==> src/rtl/dm_arb_pkg.sv <==
// Shared types for the data-memory port arbiter: FSM state encoding, owner codes and port indices.
// State encoding equals the owner code so the registered state can be exported directly.
package dm_arb_pkg;

  typedef enum logic [1:0] {
    ST_IDLE  = 2'b00,
    ST_LOCK0 = 2'b01,
    ST_LOCK1 = 2'b10
  } arb_state_t;

  localparam logic [1:0] OWNER_NONE = 2'b00;
  localparam logic [1:0] OWNER_P0   = 2'b01;
  localparam logic [1:0] OWNER_P1   = 2'b10;

  localparam logic P0_IDX = 1'b0;
  localparam logic P1_IDX = 1'b1;

  function automatic logic [1:0] owner_of(input arb_state_t s);
    case (s)
      ST_LOCK0: return OWNER_P0;
      ST_LOCK1: return OWNER_P1;
      default:  return OWNER_NONE;
    endcase
  endfunction

endpackage

==> src/rtl/dm_arb_starve_ctr.sv <==
// Port-1 wait counter: counts cycles port 1 is requesting but not granted, saturating at MAX_WAIT.
// o_starved flags that port 1 has waited the full limit and should win the next idle arbitration.
module dm_arb_starve_ctr #(
  parameter int MAX_WAIT = 8
) (
  input  logic clk,
  input  logic rst,
  input  logic i_req,
  input  logic i_gnt,
  output logic o_starved
);

  localparam int CW = $clog2(MAX_WAIT + 1);
  localparam logic [CW-1:0] LP_MAX = CW'(MAX_WAIT);

  logic [CW-1:0] r_cnt;

  always_ff @(posedge clk or negedge rst) begin
    if (!rst) begin
      r_cnt <= '0;
    end else if (!i_req || i_gnt) begin
      r_cnt <= '0;
    end else if (r_cnt != LP_MAX) begin
      r_cnt <= r_cnt + 1'b1;
    end
  end

  assign o_starved = (r_cnt == LP_MAX);

endmodule

==> src/rtl/dm_port_arbiter.sv <==
// Two-port arbiter in front of a single-port synchronous data memory (P0 = MEM stage, P1 = loader/debug).
// Optional port-1 starvation guard is enabled with `define DM_ARB_STARVE_GUARD_EN.
module dm_port_arbiter
  import dm_arb_pkg::*;
#(
  parameter int MEM_BITS = 12,
  parameter int DATA_W   = 32,
  parameter int MAX_WAIT = 8
) (
  input  logic                clk,
  input  logic                rst,
  input  logic                p0_req,
  input  logic                p0_we,
  input  logic                p0_lock,
  input  logic [31:0]         p0_addr,
  input  logic [DATA_W-1:0]   p0_wdata,
  output logic                p0_gnt,
  output logic                p0_rvalid,
  output logic [DATA_W-1:0]   p0_rdata,
  input  logic                p1_req,
  input  logic                p1_we,
  input  logic                p1_lock,
  input  logic [31:0]         p1_addr,
  input  logic [DATA_W-1:0]   p1_wdata,
  output logic                p1_gnt,
  output logic                p1_rvalid,
  output logic [DATA_W-1:0]   p1_rdata,
  output logic [MEM_BITS-1:0] dm_addr,
  output logic [DATA_W-1:0]   dm_wdata,
  output logic                dm_we,
  input  logic [DATA_W-1:0]   dm_rdata,
  output logic [1:0]          owner
);

  // Handshake: pN_req is held until pN_gnt is seen high in the same cycle; that cycle is the
  // access. A granted read returns exactly one cycle later on pN_rvalid with pN_rdata.

  arb_state_t        r_state;
  arb_state_t        w_next;
  logic [1:0]        w_gnt;
  logic              w_p1_force;
  logic              r_rd_pend;
  logic              r_rd_port;
  logic [MEM_BITS-1:0] w_addr;
  logic [DATA_W-1:0]   w_wdata;
  logic              w_we;
  logic              w_unused_addr;

`ifdef DM_ARB_STARVE_GUARD_EN
  dm_arb_starve_ctr #(
    .MAX_WAIT (MAX_WAIT)
  ) u_starve (
    .clk       (clk),
    .rst       (rst),
    .i_req     (p1_req),
    .i_gnt     (w_gnt[P1_IDX]),
    .o_starved (w_p1_force)
  );
`else
  localparam int LP_UNUSED_MAX_WAIT = MAX_WAIT;
  assign w_p1_force = 1'b0;
`endif

  always_ff @(posedge clk or negedge rst) begin
    if (!rst) begin
      r_state <= ST_IDLE;
    end else begin
      r_state <= w_next;
    end
  end

  always_comb begin
    w_next = r_state;
    case (r_state)
      ST_IDLE: begin
        if (w_gnt[P0_IDX] && p0_lock)      w_next = ST_LOCK0;
        else if (w_gnt[P1_IDX] && p1_lock) w_next = ST_LOCK1;
      end
      ST_LOCK0: if (!p0_req || !p0_lock) w_next = ST_IDLE;
      ST_LOCK1: if (!p1_req || !p1_lock) w_next = ST_IDLE;
      default:  w_next = ST_IDLE;
    endcase
  end

  // Grant decode; a locked owner excludes the other port even when the guard has fired.
  always_comb begin
    w_gnt = 2'b00;
    case (r_state)
      ST_IDLE: begin
        if (w_p1_force && p1_req) w_gnt[P1_IDX] = 1'b1;
        else if (p0_req)          w_gnt[P0_IDX] = 1'b1;
        else if (p1_req)          w_gnt[P1_IDX] = 1'b1;
      end
      ST_LOCK0: w_gnt[P0_IDX] = p0_req;
      ST_LOCK1: w_gnt[P1_IDX] = p1_req;
      default:  w_gnt = 2'b00;
    endcase
  end

  always_comb begin
    w_addr  = '0;
    w_wdata = '0;
    w_we    = 1'b0;
    if (w_gnt[P0_IDX]) begin
      w_addr  = p0_addr[MEM_BITS-1:0];
      w_wdata = p0_wdata;
      w_we    = p0_we;
    end else if (w_gnt[P1_IDX]) begin
      w_addr  = p1_addr[MEM_BITS-1:0];
      w_wdata = p1_wdata;
      w_we    = p1_we;
    end
  end

  // Read-return tag: which port's read is being answered by dm_rdata this cycle.
  always_ff @(posedge clk or negedge rst) begin
    if (!rst) begin
      r_rd_pend <= 1'b0;
      r_rd_port <= P0_IDX;
    end else begin
      r_rd_pend <= (w_gnt[P0_IDX] && !p0_we) || (w_gnt[P1_IDX] && !p1_we);
      r_rd_port <= w_gnt[P1_IDX] ? P1_IDX : P0_IDX;
    end
  end

  assign w_unused_addr = ^{p0_addr[31:MEM_BITS], p1_addr[31:MEM_BITS]};

  assign p0_gnt    = w_gnt[P0_IDX];
  assign p1_gnt    = w_gnt[P1_IDX];
  assign dm_addr   = w_addr;
  assign dm_wdata  = w_wdata;
  assign dm_we     = w_we;
  assign p0_rvalid = r_rd_pend && (r_rd_port == P0_IDX);
  assign p1_rvalid = r_rd_pend && (r_rd_port == P1_IDX);
  assign p0_rdata  = dm_rdata;
  assign p1_rdata  = dm_rdata;
  assign owner     = owner_of(r_state);

endmodule
==> config.mk <==
export PLATFORM = sky130hd
export DESIGN_NAME = dm_port_arbiter
export DESIGN_NICKNAME = d
export VERILOG_FILES = /design/src/rtl/dm_arb_pkg.sv /design/src/rtl/dm_arb_starve_ctr.sv /design/src/rtl/dm_port_arbiter.sv
export SDC_FILE = /design/constraint.sdc
export NUM_CORES = 1
export LEC_CHECK = 0
export ABC_AREA = 1
export BUFFER_PORTS_ARGS = -buffer_cell sky130_fd_sc_hd__buf_2
export CAP_MARGIN = 10
export CORE_AREA = 2 2 111 113
export CTS_CLUSTER_DIAMETER = 200
export CTS_CLUSTER_SIZE = 14
export DETAILED_ROUTE_END_ITERATION = 8
export DIE_AREA = 0 0 113 115
export PLACE_DENSITY = 0.49
export SETUP_SLACK_MARGIN = 0.1
export SLEW_MARGIN = 20
export SYNTH_ARGS = -nofsm -noshare
export SYNTH_HDL_FRONTEND = slang
export SYNTH_HIERARCHICAL = 1
export SYNTH_SLANG_ARGS = --single-unit
==> constraint.sdc <==
create_clock -name clk -period 2.2 [get_ports clk]
set_clock_uncertainty 0.2 [all_clocks]
set_input_delay 0.22 -clock clk [delete_from_list [all_inputs] [get_ports clk]]
set_output_delay 0.22 -clock clk [all_outputs]
set_load 0.01 [all_outputs]
Word-level counts from Yosys, hierarchy flattened:

Index checks and enable logic that the tools add are counted.

* input bits: 168
* register bits after elaboration: 4
* output and inout port bits: 115

* reductions and logical operators: 17
* bitwise gates (word level): 1
* multiplexer cells: 18
* eq/ne operators: 5

Operator list (count)
* 32-bit two-way mux: 2
* 12-bit two-way mux: 2
* 2-bit two-way mux: 4
* 1-bit logical AND: 6
* 1-bit zero test: 6
* 1-bit two-way mux: 6
* 2-bit one-hot mux with 3 select lines: 1
* 2-bit != test (second input constant): 2
* 1-bit one-hot mux with 2 select lines: 2
* 2-bit one-hot mux with 2 select lines: 1
* 1-bit logical OR: 3
* 3-bit != test (second input constant): 1
* 3-bit AND reduction: 1
* 2-bit by 1-bit == test with 1-bit output (second input constant): 1
* 2-bit == test (second input constant): 1
* 2-bit zero test: 1
* 1-bit inverter: 1

Depth between registers and ports, before layout:

* depth after elaboration: 7
* gate-level depth with buffers: 6

Worst setup path before layout:

No wires, ideal clock.

* path type: reg-to-output
* start point: reg r_state[0]
* end point: out dm_wdata[12]
* path buffers: 2
* setup slack: 827 ps
* stages on the path, launching flop included: 6
* arrival time: 953 ps
* path through: dfrtp_1 -> nor2_1 -> buf_4 -> buf_4 -> nand3_1 -> nand2_1

* cells in the longest elaborated chain, start to end: 4
* elaborated cells on any way between the ends: 7
* classes of those cells: eq/ne: 2; mux: 4; reduce/logical: 1

RTL lines
* from (decl): RTL line dm_port_arbiter.sv:38 `arb_state_t r_state;`
* from (signal assigned): RTL line dm_port_arbiter.sv:68 `r_state <= w_next;`
* 2-bit == test or 2-bit zero test (tied branches): RTL line dm_port_arbiter.sv:88 `case (r_state)`
* 1-bit one-hot mux with 2 select lines: RTL line dm_port_arbiter.sv:88
* 32-bit two-way mux: RTL line dm_port_arbiter.sv:108 `end else if (w_gnt[P1_IDX]) begin`
* 32-bit two-way mux *: RTL line dm_port_arbiter.sv:104 `if (w_gnt[P0_IDX]) begin`
* to (decl): RTL line dm_port_arbiter.sv:29 `output logic [DATA_W-1:0] dm_wdata,`

Every way passes the cells marked *; elsewhere a longest branch is shown, timed or not.

Final worst setup path:

* start point: reg r_state[1]
* end point: out dm_wdata[24]

Same word-level chain as after synthesis.

==> results_dict.tcl <==
set metrics [dict create \
    final_max_slew_viol_count 0 \
    design.final.nets 488 \
    io_pins 283 \
    globalRouteOverflowTotal 0 \
    die-width_microns 113 \
    grt_antenna_before_repair 0 \
    grt_use_total 0.0637 \
    cts.htree.levels 1 \
    timing.reg2reg.worst_path_depth 5 \
    multi_input_area_sq_um 631 \
    finalHoldViolCount 0 \
    flow.area_growth_from_synthesis_pct 37.1 \
    synthesis.instances 242 \
    synthesis.nets 410 \
    synth_top_area_cell "buf_4" \
    cap_viol_max_count 0 \
    antenna-diode-count 0 \
    source_of_the_worst_register_to_register_timing_path "r_state[1]$_DFFE_PN0P_" \
    worstSetupPathType "reg -> out" \
    clk_latency_ns 0.22 \
    finalCriticalPeriod_ns 1.85 \
    routedWlPerCell_microns 9.51 \
    report.power.total_mw 0.725 \
    seqCellArea_sq_um 100 \
    hpwlAfterDp_microns 3590 \
    failed_checks "design-rule violations" \
    globalplace.congestion 0.665 \
    startpoint_type "register" \
    layout.cells.most_common_list "buf_2 (146), nand2_1 (94), nand3_1 (46)" \
    reg2reg_to "r_state[1]$_DFFE_PN0P_" \
    grt_setup_unrepaired "no" \
    fin_cells 465 \
    final_core_utilization 0.158 \
    critPathMaxFanout 23 \
    worst_pin_slew_ns 0.316 \
    port-buffer-count 146 \
    starting_drc_count_in_detailed_routing 60 \
    setup_viol_count_final 0 \
    slack_of_the_worst_reg_to_reg_path_ns 0.87 \
    post_synth_main_area_contributors "buf_4 (38%), nand2_1 (26%), nand3_1 (17%)" \
    critPathCaptureType "output pin" \
    yosysWarnings 6 \
    synth.top_cell.area_share 0.379 \
    core_area_sq_um 11800 \
    totalWireLength_microns 4420 \
    syn-mean-instance-area_sq_um 5.64 \
    drtPass1Iterations 9 \
    power.static_leakage_nw 1.22 \
    final_antenna_net_count 0 \
    remaining_max_slew_budget_at_the_tightest_pin 0.789 \
    critical_path_required_ns 1.78 \
    post-place-cells 461 \
    syn-cell-area_sq_um 1370 \
    register_area_share_after_synthesis 0.0733 \
    power_per_cell_area_nw_per_um2 388 \
    synth_cell_type_count 11 \
    fp.dieArea_sq_um 13000 \
    hold_path_startpoint "p0_lock" \
    clock_sinks 4 \
    totalNegativeSetupSlack_ns 0 \
    largest_net_degree_at_the_start_of_global_routing 48 \
    timing.fmax_mhz 541 \
    cts_tree "built" \
    cp.arrival_ns 1.43 \
    min_path_cells 3 \
    cts-buffers-inserted 3 \
    worst_setup_hold_path_clk_slew_ns 0.03 \
    critPathLaunch "r_state[1]$_DFFE_PN0P_" \
    nFillCells 1390 \
    drc 16 \
    fin_worst_hold_slack_ns 0.0180 \
    core.rowCount 40 \
    layout_cells_sized_above_1 0.497 \
    detailroute.via_count 1652 \
    die_h_microns 115 \
    floorplan.initialDensity 0.116 \
    clockBufferDepth 2 \
    cts-resized-gates 0 \
    postSynthRegisterBits 4 \
    cts.root.buffer_cell "clkbuf_16" \
    hold_crit_path_type "in -> reg" \
    grt_pass1_wl_microns 6750 \
    layout.cells.most_common "buf_2" \
    power.ir.vdd_worst_mv 0.186 \
    hold_buffers 1 \
    first_global_vias 1533 \
    outcome "complete, but fails checks" \
    timing.final.crit_share 0.840 \
    post_cts.repair.setup_buffers 0 \
    drt-vias-per-instance 3.55 \
    whs_endpoint "r_state[0]$_DFFE_PN0P_" \
]
synth_stat cells, drive strengths merged:
library cell / number
nand3: 46
dfrtp: 4
nand2: 95
buf: 79
inv: 11
nor2: 7
layer usage:
metal  track usage  wire, microns  vias up
li1              -              -      837
met1        0.0529           1410      679
met2         0.139           2430      120
met3        0.0105            464       16
met4        0.0350            112        0
met5             0              0        -
flip-flops by register name (all words and copies together), names as in the netlist:
| name | cells |
|---|---|
| r_state | 2 |
| r_rd_pend | 1 |
| r_rd_port | 1 |
how the worst max path moves through the flow:
stage / end / slack (ns) / cells after the start
final: dm_wdata[24] / 0.35 / 5
after global routing: dm_wdata[24] / 0.20 / 6
after CTS: dm_wdata[24] / 0.28 / 5
after detailed placement: dm_wdata[24] / 0.52 / 5
after global placement: dm_wdata[24] / 0.52 / 5
after floorplan: dm_wdata[12] / 0.83 / 5
metrics by stage:
stage / worst slack, ns / instance area [sq um]
floorplan: 0.827 / 1370
global placement: 0.520 / 1790
detailed placement: 0.519 / 1790
CTS: 0.279 / 1870
global route: 0.205 / 1870
finish: 0.353 / 1870
logic make-up after synthesis:
family / Yosys count / share of synthesized area
simple gates: 148 / 0.453
flops: 4 / 0.0733
buf+inv: 90 / 0.474
critical path, stage by stage, from the launching register on:
cell and delay, ns:
dfrtp_1 0.41, nor2_4 0.30, buf_12 0.20, nand2_1 0.06, nand2_1 0.08, buf_2 0.14
cell type report:
class | count | area share
timing repair buffer | 152 | 0.449
multi-input combinational | 148 | 0.337
tap | 147 | 0.0983
sequential | 4 | 0.0535
clock buffer | 3 | 0.0401
inverter | 11 | 0.0221
power by group:
group | switching (mW) | internal [mW] | total [mW]
registers | 0.00361 | 0.0787 | 0.0823
clock network | 0.0458 | 0.232 | 0.278
logic | 0.192 | 0.174 | 0.365
total | 0.241 | 0.484 | 0.725
(Power assumes the default switching activity.)
